<file path="src/rtl/rggen_bus_arbiter.sv">
// ---------------------------------------------------------------------------
// rggen_bus_arbiter
//
// Shares one register-block host bus between HOSTS independent requesters.
// A pending request is picked (round-robin or fixed priority), registered
// into the downstream o_bus_* flops one cycle later, and held there until the
// downstream side answers with i_bus_ready. The completion is routed back to
// the granted requester only, as a one-cycle o_host_ready pulse.
//
// Ports
//   i_clk, i_rst        clock, asynchronous active-high reset
//   i_host_valid        per-host request pending (held until its ready)
//   i_host_access       per-host access type, 2 bits each
//   i_host_address      per-host address, ADDRESS_WIDTH bits each
//   i_host_write_data   per-host write data, BUS_WIDTH bits each
//   i_host_strobe       per-host byte strobe, BUS_WIDTH/8 bits each
//   o_host_ready        one-hot completion pulse towards the granted host
//   o_host_status       response status (broadcast, valid with ready)
//   o_host_read_data    read data (broadcast, valid with ready)
//   o_bus_*             registered downstream request
//   i_bus_ready         downstream completion
//   i_bus_status        downstream status
//   i_bus_read_data     downstream read data
// ---------------------------------------------------------------------------
module rggen_bus_arbiter #(
  parameter int HOSTS          = 2,
  parameter int ADDRESS_WIDTH  = 8,
  parameter int BUS_WIDTH      = 32,
  parameter int FIXED_PRIORITY = 0
) (
  input  logic                         i_clk,
  input  logic                         i_rst,
  input  logic [HOSTS-1:0]             i_host_valid,
  input  logic [2*HOSTS-1:0]           i_host_access,
  input  logic [HOSTS*ADDRESS_WIDTH-1:0] i_host_address,
  input  logic [HOSTS*BUS_WIDTH-1:0]   i_host_write_data,
  input  logic [HOSTS*BUS_WIDTH/8-1:0] i_host_strobe,
  output logic [HOSTS-1:0]             o_host_ready,
  output logic [1:0]                   o_host_status,
  output logic [BUS_WIDTH-1:0]         o_host_read_data,
  output logic                         o_bus_valid,
  output logic [1:0]                   o_bus_access,
  output logic [ADDRESS_WIDTH-1:0]     o_bus_address,
  output logic [BUS_WIDTH-1:0]         o_bus_write_data,
  output logic [BUS_WIDTH/8-1:0]       o_bus_strobe,
  input  logic                         i_bus_ready,
  input  logic [1:0]                   i_bus_status,
  input  logic [BUS_WIDTH-1:0]         i_bus_read_data
);

  localparam int STRB_W = BUS_WIDTH / 8;
  localparam int IDX_W  = (HOSTS > 1) ? $clog2(HOSTS) : 1;

  typedef enum logic {
    IDLE = 1'b0,
    BUSY = 1'b1
  } state_t;

  state_t state_reg;
  state_t state_next;

  logic                     capture;
  logic                     complete;
  logic                     found;
  logic [IDX_W-1:0]         winner_idx;
  logic [HOSTS-1:0]         grant_next;
  logic [HOSTS-1:0]         grant_reg;
  logic [IDX_W-1:0]         win_idx_reg;
  // Index where the next round-robin search begins, i.e. last winner + 1.
  // Storing the start index rather than the winner lets reset mean "start at 0".
  logic [IDX_W-1:0]         rr_start_reg;
  logic [IDX_W-1:0]         rr_start_next;

  logic [1:0]               bus_access_reg;
  logic [ADDRESS_WIDTH-1:0] bus_address_reg;
  logic [BUS_WIDTH-1:0]     bus_write_data_reg;
  logic [STRB_W-1:0]        bus_strobe_reg;

  // Per-host views of the flattened request buses.
  logic [1:0]               host_access     [HOSTS];
  logic [ADDRESS_WIDTH-1:0] host_address    [HOSTS];
  logic [BUS_WIDTH-1:0]     host_write_data [HOSTS];
  logic [STRB_W-1:0]        host_strobe     [HOSTS];

  for (genvar gi = 0; gi < HOSTS; gi++) begin : g_host
    assign host_access[gi]     = i_host_access[2*gi +: 2];
    assign host_address[gi]    = i_host_address[ADDRESS_WIDTH*gi +: ADDRESS_WIDTH];
    assign host_write_data[gi] = i_host_write_data[BUS_WIDTH*gi +: BUS_WIDTH];
    assign host_strobe[gi]     = i_host_strobe[STRB_W*gi +: STRB_W];
  end

  // Winner search: walk HOSTS positions starting at the search start index,
  // wrapping once; the first pending request wins. Fixed priority simply
  // always starts at 0.
  always_comb begin
    int start;
    int idx;
    found      = 1'b0;
    winner_idx = '0;
    idx        = 0;
    start      = (FIXED_PRIORITY != 0) ? 0 : int'(rr_start_reg);
    for (int k = 0; k < HOSTS; k++) begin
      idx = start + k;
      if (idx >= HOSTS) begin
        idx = idx - HOSTS;
      end
      if (!found && i_host_valid[IDX_W'(idx)]) begin
        found      = 1'b1;
        winner_idx = IDX_W'(idx);
      end
    end
    grant_next             = '0;
    grant_next[winner_idx] = 1'b1;
  end

  always_comb begin
    if (int'(win_idx_reg) + 1 >= HOSTS) begin
      rr_start_next = '0;
    end else begin
      rr_start_next = win_idx_reg + IDX_W'(1);
    end
  end

  // Next-state logic. Ready seen in IDLE is deliberately ignored.
  always_comb begin
    state_next = state_reg;
    capture    = 1'b0;
    complete   = 1'b0;
    case (state_reg)
      IDLE: begin
        if (found) begin
          capture    = 1'b1;
          state_next = BUSY;
        end
      end
      BUSY: begin
        if (i_bus_ready) begin
          complete   = 1'b1;
          state_next = IDLE;
        end
      end
      default: state_next = IDLE;
    endcase
  end

  always_ff @(posedge i_clk or posedge i_rst) begin
    if (i_rst) begin
      state_reg          <= IDLE;
      grant_reg          <= '0;
      win_idx_reg        <= '0;
      rr_start_reg       <= '0;
      bus_access_reg     <= '0;
      bus_address_reg    <= '0;
      bus_write_data_reg <= '0;
      bus_strobe_reg     <= '0;
    end else begin
      state_reg <= state_next;
      if (capture) begin
        // The request is frozen here; later changes on the host side
        // (including an early valid drop) do not affect this transaction.
        grant_reg          <= grant_next;
        win_idx_reg        <= winner_idx;
        bus_access_reg     <= host_access[winner_idx];
        bus_address_reg    <= host_address[winner_idx];
        bus_write_data_reg <= host_write_data[winner_idx];
        bus_strobe_reg     <= host_strobe[winner_idx];
      end
      if (complete) begin
        rr_start_reg <= rr_start_next;
      end
    end
  end

  // The downstream request is valid exactly while BUSY, which gives the
  // 1-cycle valid latency and the mandatory IDLE cycle between transactions.
  assign o_bus_valid      = (state_reg == BUSY);
  assign o_bus_access     = bus_access_reg;
  assign o_bus_address    = bus_address_reg;
  assign o_bus_write_data = bus_write_data_reg;
  assign o_bus_strobe     = bus_strobe_reg;

  assign o_host_ready     = ((state_reg == BUSY) && i_bus_ready) ? grant_reg : '0;
  assign o_host_status    = i_bus_status;
  assign o_host_read_data = i_bus_read_data;

endmodule

</file>
<file path="config.mk">
export PLATFORM = sky130hd
export DESIGN_NAME = rggen_bus_arbiter
export DESIGN_NICKNAME = d
export VERILOG_FILES = /design/src/rtl/rggen_bus_arbiter.sv
export SDC_FILE = /design/constraint.sdc
export NUM_CORES = 1
export LEC_CHECK = 0
export ABC_AREA = 1
export ABC_CLOCK_PERIOD_IN_PS = 2090
export CORE_ASPECT_RATIO = 1.4
export CORE_MARGIN = 4
export CORE_UTILIZATION = 32
export CTS_CLUSTER_DIAMETER = 80
export DETAILED_ROUTE_END_ITERATION = 16
export GPL_ROUTABILITY_DRIVEN = 1
export GPL_TIMING_DRIVEN = 0
export PLACE_DENSITY = 0.84
export SYNTH_ARGS = -nofsm -noshare
export SYNTH_HDL_FRONTEND = slang
export SYNTH_SLANG_ARGS = --single-unit
</file>
<file path="constraint.sdc">
create_clock -name i_clk -period 2.09 [get_ports i_clk]
set_clock_uncertainty 0.15 [all_clocks]
set_input_delay 0.627 -clock i_clk [delete_from_list [all_inputs] [get_ports i_clk]]
set_output_delay 0.627 -clock i_clk [all_outputs]
set_load 0.02 [all_outputs]
</file>
==> results.md, run 1 <==
- Status: finished clean
- Core ar.: 8560 um^2
- Predominant post-synthesis flop cell: dfrtp_1
- Post-synthesis sequential area ratio: 0.446
- CTS H-tree depth: 2
- Critical path class: in -> out
- FMAX: 481 MHz
- Clock power share: 0.198
- Initial Util: 0.328
- Site Rows: 40
- DRT Pass-1 Iters: 4
- Asr flop ratio synth: 1.00
- Congestion Overflow GR: 0
- Setup crit end kind: output port
- Critical Path, Cell by Cell: buf_4 -> clkdlybuf4s50_1
- Post-synth design cell area: 2800 um^2
- WL per Instance: 13.4 um
- DP Cell Count: 685
- Pint: 2.61 mW
- Post-layout min period: 2080 ps
- Slew margin rel.: 0.646
- Pwr Total: 4.12 mW
- Die width: 87.1 um
- Critical-path maximum fanout: 1
- Total GRT Usage: 0.176
- TritonCTS Buffers: 5
- Worst Path Buf+Inv: 2
- Vias in the first global route: 3176
- Initial antenna violation count: 0
- Placer Congestion: 0.816
- Initial DRC Count: 102
- Fin. max-slew vios: 0
- Switch share: 0.366
- CP top delay family: buffers and inverters
- # IOs: 214
- R2R setup slack: 610 ps
- Sink Count: 50
- Post-route setup slack: 10.6 ps
- DP Area: 4740 um^2
- Yosys reg bits: 50
- Compound-Gate Fraction of Synth Area: 0.00714
- CTS max path bufs: 2
- Number of hold buffers added after CTS: 0
- Final period util: 0.995
- Fin area: 4920 um^2
- Worst path slowest cell: clkdlybuf4s50_1
- First-pass GRT wire length: 14.7 mm
- Top cells by area, synth: dfrtp_1, nand2_1, buf_4, nand3_1, buf_2
- Largest family of logic cells by synthesized area: simple AND/OR/NAND/NOR gates
- I/O Buffers: 178
- Hold Fails Final Rpt: 0
- Multiplexer area fraction after synthesis: 0
- N_diodes: 0
- Final TNS setup: 0 ps
- Leakage: 2.58 nW
- Xor/xnor cell area share of the yosys netlist: 0
- Worst VDD drop: 415 uV
- Crit start category: input port
- Syn-to-layout area delta: 75.4%
- Pre-CTS setup slack: -608 ps
- Post-synth top area share: 0.446
- Layout cells sized above 1: 0.117
- Post-Syn Nets: 532
- Routed Antenna Nets: 0
- Largest register FFs: 32
- Sw power: 1.51 mW
- Drt drc: 0
- Die area: 10300 um^2
- Sequential share of power: 0.335
- Syn Inst Count: 401
- Yosys cell types: 13
- Endpoints failing setup: 0
- Post-Synth Adder-Cell Area: 0
- CTS root buffer: clkbuf_16
- Comb power frac: 0.467
- Worst-path clk slew: 60 ps
- Synth Area in Simple Gates: 0.402
- Vias after detailed routing: 3174
- Hold Path Class: reg -> reg
- Post-synth top cells: nand2_1, dfrtp_1, nand3_1
- EDFF count, synth: 0
- Max_cap viols: 0
- Count leader, synth: nand2_1
- Least-Margin Pin Slew: 530 ps
- Post-layout util: 0.575
- Pin count of the biggest net entering global routing: 30
- Yosys warns: 0
- Worst EP arrival: 1300 ps
- Fin Hold WS: 329 ps
- Hpwl dp: 7.51 mm
- Nets: 719
- Pwr/cell area: 838 nW/um^2
- DRT Wirelength: 9.28 mm
- DIE HEIGHT: 119 um
- Critical path required time: 1310 ps
- Via density: 4.57
- Worst-Skew Late Latency: 280 ps
- Syn Area/Cell: 6.99 um^2
- Post-synth top area cell: dfrtp_1
- Crit-path max cell delay: 600 ps
- RSZ-0062 raised after global routing: no
- TritonCTS clock tree: yes
- Fin cells: 694
[power groups by stage]
stage | clock [mW] | sequential [mW] | combinational (mW)
6_report | 0.817 | 1.38 | 1.92
5_1_grt | 0.876 | 1.42 | 2.10
4_1_cts | 0.848 | 1.38 | 1.96
3_5_place_dp | 0 | 1.39 | 1.95
3_3_place_gp | 0 | 1.38 | 1.91
2_1_floorplan | 0 | 1.68 | 0.688
[final timing paths]
| kind | from | endpoint | cells after the start |
|---|---|---|---|
| max reg2reg | rr_start_reg | o_bus_write_data[4] | 6 |
| max | i_bus_read_data[11] | o_host_read_data[11] | 2 |
| max in group asynchronous | i_rst | o_bus_write_data[11] | 3 |
| min reg2reg | o_bus_strobe[3] | o_bus_strobe[3] | 2 |
| min | o_bus_strobe[3] | o_bus_strobe[3] | 2 |
| min in group asynchronous | i_rst | o_bus_strobe[0] | 2 |
[cells by family (layout without fill, tap and decap cells)]
family / Yosys count / after routing
compound gates: 4 / 4
buf+inv: 63 / 251
flops: 50 / 50
simple gates: 284 / 284
[placed cells by master, fill, tap and decap left out, types with 2 or more instances in the layout]
cell               n
clkdlybuf4s50_1  163
clkbuf_1           5
nand3_1           46
inv_2              2
clkbuf_16          5
inv_1              3
o21ai_0            3
dlygate4sd2_1      4
dlymetal6s2s_1     9
nand2_2            2
buf_2             10
dfrtp_1           50
nand2_1          234
buf_4             44
[metal layers]
layer	vias to the layer above	share of wire	GRT usage
li1	1567	-	-
met1	1453	0.36	0.194
met2	147	0.54	0.327
met3	7	0.087	0.0425
met4	0	0.011	0.0451
met5	-	0	0
[final cells by class]
class | instances | area, um^2
fillers | 805 | 3640
repair buffers | 180 | 1830
flip-flops and latches | 50 | 1250
multi-input cells | 288 | 1150
plain buffers | 58 | 388
clock buffers | 6 | 139
well taps | 105 | 131
inverters | 5 | 18.8
clock inverters | 2 | 12.5
[timing repair]
action                                  CTS  global route
pin swaps                                 2             0
setup buffers                             1             0
endpoints found under the setup margin    4             9
gates resized for setup                  17             9
Power figures use the tool's default switching activity.
==> run 2: changes to the inputs <==
--- a/config.mk
+++ b/config.mk
@@ -9,12 +9,12 @@
 export ABC_CLOCK_PERIOD_IN_PS = 2090
 export CORE_ASPECT_RATIO = 1.4
 export CORE_MARGIN = 4
-export CORE_UTILIZATION = 32
+export CORE_UTILIZATION = 34
 export CTS_CLUSTER_DIAMETER = 80
 export DETAILED_ROUTE_END_ITERATION = 16
 export GPL_ROUTABILITY_DRIVEN = 1
 export GPL_TIMING_DRIVEN = 0
-export PLACE_DENSITY = 0.84
+export PLACE_DENSITY = 0.88
 export SYNTH_ARGS = -nofsm -noshare
 export SYNTH_HDL_FRONTEND = slang
 export SYNTH_SLANG_ARGS = --single-unit
==> results.md, run 2 (synthesis gave the netlist of run 1 again) <==
- Status: finished clean
- DRT Pass-1 Iters: 4 (unchanged)
- Least-Margin Pin Slew: 536 ps (+5.96 ps)
- Die width: 84.8 um (-2.7%)
- # IOs: 214 (unchanged)
- Initial DRC Count: 110 (+7.8%)
- Sink Count: 50 (unchanged)
- Syn-to-layout area delta: 75.7%
- DP Area: 4730 um^2 (-0.13%)
- Fin cells: 688 (-0.86%)
- Post-layout min period: 2080 ps (-1.46 ps)
- Final period util: 0.994 (about the same)
- Routed Antenna Nets: 0 (unchanged)
- Layout cells sized above 1: 0.116 (-0.00150)
- Pre-CTS setup slack: -644 ps (-35.2 ps)
- Critical path required time: 1310 ps (about the same)
- Worst EP arrival: 1300 ps (about the same)
- Placer Congestion: 0.825 (+1.0%)
- Fin area: 4930 um^2 (+0.18%)
- Worst VDD drop: 446 uV (+7.4%)
- Site Rows: 38 (-5.0%)
- Die area: 9780 um^2 (-5.4%)
- Pwr/cell area: 807 nW/um^2 (-3.6%)
- WL per Instance: 14.2 um (+5.8%)
- Hold Fails Final Rpt: 0 (unchanged)
- Leakage: 2.82 nW (+9.4%)
- Setup crit end kind: output port
- CP top delay family: buffers and inverters
- Most common cell after layout, fill and taps aside: nand2_1
- I/O Buffers: 178 (unchanged)
- Worst-Skew Late Latency: 290 ps (about the same)
- Initial Util: 0.355 (+0.0276)
- Pin count of the biggest net entering global routing: 27 (-10%)
- Critical path class: in -> out
- Hpwl dp: 7.84 mm (+4.4%)
- CP Depth: 2 (unchanged)
- Fin. max-slew vios: 0 (unchanged)
- Congestion Overflow GR: 0 (unchanged)
- Drt drc: 0 (unchanged)
- Reg2reg path depth: 6 (unchanged)
- Largest register FFs: 32 (unchanged)
- Worst Path Buf+Inv: 2 (unchanged)
- TritonCTS Buffers: 5 (unchanged)
- Final TNS setup: 0 ps (unchanged)
- Worst path slowest cell: clkdlybuf4s50_1
- Initial antenna violation count: 0 (unchanged)
- Endpoints failing setup: 0 (unchanged)
- CTS H-tree depth: 2 (unchanged)
- Max_cap viols: 0 (unchanged)
- Worst-path clk slew: 80 ps (+20 ps)
- Total GRT Usage: 0.189 (+0.0136)
- Nets: 719 (unchanged)
- # fillers: 703 (-13%)
- Pwr Total: 3.98 mW (-3.5%)
- Crit start category: input port
- Post-route setup slack: 12.1 ps (+1.46 ps)
- DRT Wirelength: 9.74 mm (+4.9%)
- Critical-path maximum fanout: 1 (unchanged)
- Vias after detailed routing: 3205 (+0.98%)
- Core ar.: 7890 um^2 (-7.8%)
- CTS max path bufs: 2 (unchanged)
- Number of hold buffers added after CTS: 0 (unchanged)
- N_diodes: 0 (unchanged)
- Fin Hold WS: 329 ps (+0.290 ps)
- WHS Path Cells: 2 (unchanged)
- Critical Path, Cell by Cell: buf_4 -> clkdlybuf4s50_1
- Vias in the first global route: 3294 (+3.7%)
- Slew margin rel.: 0.642 (-0.00449)
- CTS root buffer: clkbuf_8
- DIE HEIGHT: 115 um (-2.8%)
- TritonCTS clock tree: yes
- Crit-path max cell delay: 600 ps (about the same)
- Most frequent cells in the layout: nand2_1, clkdlybuf4s50_1, dfrtp_1, nand3_1, buf_4
- First-pass GRT wire length: 15.1 mm (+3.2%)
- Post-layout util: 0.624 (+0.0496)
- Hold Path Class: reg -> reg
- FMAX: 481 MHz (about the same)
- RSZ-0062 raised after global routing: no
- Via density: 4.66 (+1.9%)
- DP Cell Count: 680 (-0.73%)
## run 2: cell count changes in the layout (fill, tap and decap cells not counted), sizes merged
cell	previous run	this run
bufinv	0	1
clkinv	1	0
clkdlybuf4s50	163	142
dlygate4sd2	4	3
clkinvlp	1	0
dlymetal6s2s	9	31
## run 2: final cells by class
| cell class | count | area [um^2] | share of cell area |
|---|---|---|---|
| Sequential cell | 50 | 1250 | 0.254 |
| Inverter | 5 | 18.8 | 0.00381 |
| Clock buffer | 6 | 82.6 | 0.0168 |
| Clock inverter | 1 | 30.0 | 0.00610 |
| Timing Repair Buffer | 180 | 1880 | 0.382 |
| Buffer | 58 | 388 | 0.0787 |
| Multi-Input combinational cell | 288 | 1150 | 0.234 |
| Tap cell | 100 | 125 | 0.0254 |
## run 2: final timing paths
| check | from | end | slack [ps] |
|---|---|---|---|
| max | i_bus_read_data[17] | o_host_read_data[17] | 10 |
| min | o_bus_access[1] | o_bus_access[1] | 330 |
| max reg2reg | rr_start_reg | o_bus_write_data[2] | 630 |
| min reg2reg | o_bus_access[1] | o_bus_access[1] | 330 |
| max in group asynchronous | i_rst | o_bus_write_data[3] | 710 |
| min in group asynchronous | i_rst | o_bus_write_data[30] | 540 |
## run 2: what timing repair did
action                     CTS  global route
buffers inserted             1             0
pin swaps                    2             0
gates resized for setup     15            31
setup endpoints to repair    4            31
## run 2: report_power, final
| part | internal [mW] | leakage, nW | switching [mW] |
|---|---|---|---|
| Combinational | 0.889 | 2.14 | 1.03 |
| Clock | 0.383 | 0.0573 | 0.305 |
| Sequential | 1.23 | 0.622 | 0.145 |
| Total | 2.50 | 2.82 | 1.48 |
## run 2: layer usage
metal	part of all wire	global-route usage	vias to the layer above	wire (um)
met5	0	0	-	0
met4	0.025	0.0644	0	242
met3	0.087	0.0512	22	847
met2	0.54	0.363	160	5280
met1	0.35	0.198	1458	3370
li1	-	-	1565	-
